[src/rtl/mmcm_drp_responder.sv]
// mmcm_drp_responder: behavioural MMCM DRP slave with a 128x16 register file and a LOCKED model
// Ports: clk_usb/reset_i clock and sync active-high reset; drp_addr/den/dwe/din request;
// drp_dout/drdy response; drp_reset MMCM RST; mmcm_locked modelled LOCKED; drp_err sticky error.
// Define MMCM_DRP_LOCK_MODEL_EN to model the RST-to-LOCKED delay; otherwise LOCKED follows ~RST.
module mmcm_drp_responder #(
  parameter int pDRDY_LATENCY = 4,
  parameter int pLOCK_CYCLES  = 64
) (
  input  logic        clk_usb,
  input  logic        reset_i,
  input  logic [6:0]  drp_addr,
  input  logic        drp_den,
  input  logic        drp_dwe,
  input  logic [15:0] drp_din,
  output logic [15:0] drp_dout,
  output logic        drp_drdy,
  input  logic        drp_reset,
  output logic        mmcm_locked,
  output logic        drp_err
);
  typedef enum logic [1:0] {IDLE, BUSY, DONE} state_t;
  state_t      state_q, state_d;
  logic [3:0]  cnt_q, cnt_d;
  logic [6:0]  addr_q, addr_d;
  logic        dwe_q, dwe_d, err_q, err_d, accept;
  logic [15:0] din_q, din_d, dout_q, dout_d;
  logic [15:0] mem_q [128];
  always_comb begin
    accept  = state_q == IDLE && drp_den;
    addr_d  = accept ? drp_addr : addr_q;
    dwe_d   = accept ? drp_dwe : dwe_q;
    din_d   = accept ? drp_din : din_q;
    cnt_d   = accept ? 4'(pDRDY_LATENCY - 1) : state_q == BUSY ? cnt_q - 4'd1 : cnt_q;
    // DONE is entered on the edge where the counter would reach zero, so DRDY lands exactly pDRDY_LATENCY cycles after DEN
    state_d = state_q == DONE ? IDLE :
              state_q == BUSY ? (cnt_q <= 4'd1 ? DONE : BUSY) :
              accept ? (pDRDY_LATENCY == 1 ? DONE : BUSY) : IDLE;
    // read data is registered on entry to DONE so it is valid alongside DRDY
    dout_d  = (state_d == DONE && !dwe_d) ? mem_q[addr_d] : dout_q;
    err_d   = err_q | (drp_den && state_q != IDLE) | (accept && drp_dwe && !drp_reset);
  end
  always_ff @(posedge clk_usb) begin
    if (reset_i) begin
      state_q <= IDLE;
      cnt_q   <= '0;
      addr_q  <= '0;
      dwe_q   <= 1'b0;
      din_q   <= '0;
      dout_q  <= '0;
      err_q   <= 1'b0;
      for (int i = 0; i < 128; i++) mem_q[i] <= '0;
    end else begin
      state_q <= state_d;
      cnt_q   <= cnt_d;
      addr_q  <= addr_d;
      dwe_q   <= dwe_d;
      din_q   <= din_d;
      dout_q  <= dout_d;
      err_q   <= err_d;
      if (state_q == DONE && dwe_q) mem_q[addr_q] <= din_q;
    end
  end
  assign drp_drdy = state_q == DONE;
  assign drp_dout = dout_q;
  assign drp_err  = err_q;
`ifdef MMCM_DRP_LOCK_MODEL_EN
  logic [15:0] lock_q, lock_d;
  // saturates at pLOCK_CYCLES so LOCKED stays high until RST
  always_comb lock_d = drp_reset ? '0 : lock_q == 16'(pLOCK_CYCLES) ? lock_q : lock_q + 16'd1;
  always_ff @(posedge clk_usb) begin
    if (reset_i) lock_q <= '0;
    else lock_q <= lock_d;
  end
  assign mmcm_locked = !reset_i && !drp_reset && lock_q == 16'(pLOCK_CYCLES);
`else
  assign mmcm_locked = !reset_i && !drp_reset;
`endif
endmodule

[config.mk]
export PLATFORM = sky130hd
export DESIGN_NAME = mmcm_drp_responder
export DESIGN_NICKNAME = d
export VERILOG_FILES = /design/src/rtl/mmcm_drp_responder.sv
export SDC_FILE = /design/constraint.sdc
export NUM_CORES = 2
export LEC_CHECK = 0
export CORE_MARGIN = 1.5
export CORE_UTILIZATION = 50
export DETAILED_ROUTE_END_ITERATION = 8
export DONT_BUFFER_PORTS = 1
export HOLD_SLACK_MARGIN = 0.15
export PLACE_DENSITY_LB_ADDON = 0.1
export SYNTH_ARGS = -nofsm -noshare
export SYNTH_HDL_FRONTEND = slang
export SYNTH_SLANG_ARGS = --single-unit
[constraint.sdc]
create_clock -name clk_usb -period 7.1 [get_ports clk_usb]
set_input_delay 0.71 -clock clk_usb [delete_from_list [all_inputs] [get_ports clk_usb]]
set_output_delay 0.71 -clock clk_usb [all_outputs]
set_load 0.01 [all_outputs]
==> impl_results.md <==
- Run status: finished with violations
- Failing checks: max-capacitance violations, max-slew violations
- First-pass GRT wire length: 451,000 um
- Sum of negative setup slack: 0 ns
- Setup bufs post-CTS: 0
- Cts repair resizes: 0
- Overall via count from detail_route: 63,879
- Sequential area share after synthesis: 64.5%
- Avg Cell Area, Syn: 11.9 um2
- # hold bufs at CTS: 23
- Critical path required time: 7.81 ns
- Synthesized flop and latch total: 2,095
- Synth Instances: 8,122
- Sink Count: 2,095
- DP Worst Slack: 1.60 ns
- Number of enable flip-flop cells after synthesis: 2,048
- Synth top area share: 63.6%
- Clock buffer depth: 3
- Post-route ant nets: 0
- Crit path DAT: 6.02 ns
- Final hold vios: 0
- Full die area: 196,000 um2
- Max FO, Critical Path: 41
- Final instance area: 106,000 um2
- Fmax: 0.188 GHz
- Tmin final: 5.32 ns
- Top FF cell, synth: edfxtp_1
- Top Ports: 47
- Crit-path cells: or3b_4 -> a21oi_4 -> buf_4 -> buf_4 -> mux4_2 -> nand2_1 -> a311oi_1 -> nor4_1 -> nor4_1
- Synth warn: 0
- Residual DRC: 0
- Clock skew: 0.0417 ns
- Worst hold path class: primary input to flip-flop
- Reg clk slew, reported paths: 0.06 ns
- Die width: 443 um
- Crit-path max cell delay: 1.30 ns
- Clock Tree Root: clkbuf_16
- Slew HR: -7.85%
- Area after DPL: 98,900 um2
- Most frequent cell after synthesis: and2_1
- Synth top area cells: edfxtp_1 64%, and2_1 13%, nand2_1 5.9%
- Tcrit/Tclk final: 74.9%
- Syn-to-layout area delta: 9.58%
- Hpwl dp: 186,000 um
- Vias in the first global route: 61,158
- Max-cap viol count: 3
- WS Path Type: flip-flop to flip-flop
- PD cells: 272 nW/um2
- CTS buffer count: 218
- Post-synth top cells: 2,051 x and2_1, 2,048 x edfxtp_1, 1,521 x nand2_1
- RSZ-0062 raised after global routing: false
- Worst setup margin: 1.78 ns
- Die Ht: 443 um
- Initial Util: 50.3%
- Initial DRC Count: 8,728
- Initial DRT Pass Iterations: 8
- Wirelength per Cell: 29.8 um
- PortBufs: 0
- Net count after synthesis: 8,152
- Largest net degree at the start of global routing: 132
- Yosys cell types: 57
- Cell area after synthesis: 96,700 um2
- Post-synth ARST share: 0%
- Routed wire length: 316,000 um
- Initial antenna violation count: 23
- Core footprint: 192,000 um2
- Final core occ: 55.1%
- Final nets: 7,909
- Total gr overflow: 0
- Leakage: 38.3 nW
- CTS tree: done
- Yosys top cell by area: edfxtp_1
- Std-Cell Rows: 161
- Worst skew pair latency: 0.89 ns
- Layout cells sized above 1: 10.4%
- CP max-delay cell: nor4_1
- Setup crit end kind: flip-flop
- Vias per cell: 6.03
- Routability Congestion: 0.935
- Fin. max-slew vios: 4
- H-Tree Depth: 4
- Worst slew pin tran: 1.60 ns
- Final setup viols: 0
- Max IR drop VDD: 0.000276 V
- GRT Util Overall: 31.9%
- CP Launch Type: flip-flop
final timing paths:
kind | endpoint | slack [ns] | start | depth (start not counted)
max | drp_dout[15]$_SDFFE_PP0P_ | 1.78 | state_q[1]$_SDFF_PP0_ | 9
min | drp_err$_SDFF_PP0_ | 0.20 | reset_i | 2
max reg2reg | drp_dout[15]$_SDFFE_PP0P_ | 1.78 | state_q[1]$_SDFF_PP0_ | 9
min reg2reg | dwe_q$_SDFF_PP0_ | 0.54 | dwe_q$_SDFF_PP0_ | 2
layout make-up:
type	instances	area [um2]
Inverter	4	15.0
Multi-Input combinational cell	5301	31200
Antenna cell	12	30.0
Fill cell	15947	86400
Clock buffer	297	5870
Tap cell	2526	3160
Sequential cell	2095	62500
Clock inverter	107	985
Timing Repair Buffer	259	2240
state kept, by name, summed over array words and instances (netlist names):
name,flops
drp_err,1
dwe_q,1
din_q,16
addr_q,7
cnt_q,4
mem_q,2048
drp_dout,16
state_q,2
where the power goes:
part	total (mW)	switching [mW]	internal, mW
Combinational	3.29	2.47	0.826
Sequential	14.3	0.350	14.0
Clock	11.2	4.97	6.23
Total	28.8	7.79	21.0
cells by family after synthesis:
logic type               Yosys count  share of synthesized area, %
AND/OR/NAND/NOR                 4652                          25.0
flip-flops                      2095                          64.5
buffers and inverters            726                          3.39
AO/OA/AOI/OAI                    454                          3.19
multiplexers                     193                          3.83
adder cells (fa/ha/maj)            2                        0.0259
per-layer routing:
| layer | vias to the layer above | global-route usage, % | part of all wire [%] | routed length, um |
|---|---|---|---|---|
| met4 | 6 | 13.5 | 4.8 | 15100 |
| met1 | 32230 | 44.7 | 40 | 128000 |
| li1 | 27859 | - | - | - |
| met3 | 592 | 5.95 | 9.2 | 29200 |
| met2 | 3192 | 49.0 | 46 | 144000 |
| met5 | - | 0 | 0.012 | 39 |
worst max-delay path: cells and delay by family (launching register included):
kind	cells	cell delay, ns
compound gates	2	0.95
simple gates	4	2.28
flops	1	0.40
mux	1	0.54
buf+inv	2	0.92
layout by cell type, fill, tap and decap left out, types with 128 or more instances in the layout:
cell       netlist  routed
a31oi_1        179     178
and2_1        2051    2051
buf_4           42     217
clkbuf_16        0     219
edfxtp_1      2048    2048
mux4_2         141     141
nand2_1       1521    1519
nand3_1        521     520
nor2_1         179     176
or2_2          128     128
metrics by stage:
stage / power (mW) / hold WS (ns) / std cells
floorplan: 16.3 / 0.467 / 8122
global placement: 17.8 / 0.503 / 10161
detailed placement: 17.8 / 0.526 / 10162
CTS: 28.8 / 0.153 / 10589
global route: 29.5 / 0.198 / 10596
finish: 28.8 / 0.205 / 10601
Note: power is estimated with default switching activity, not from simulation.
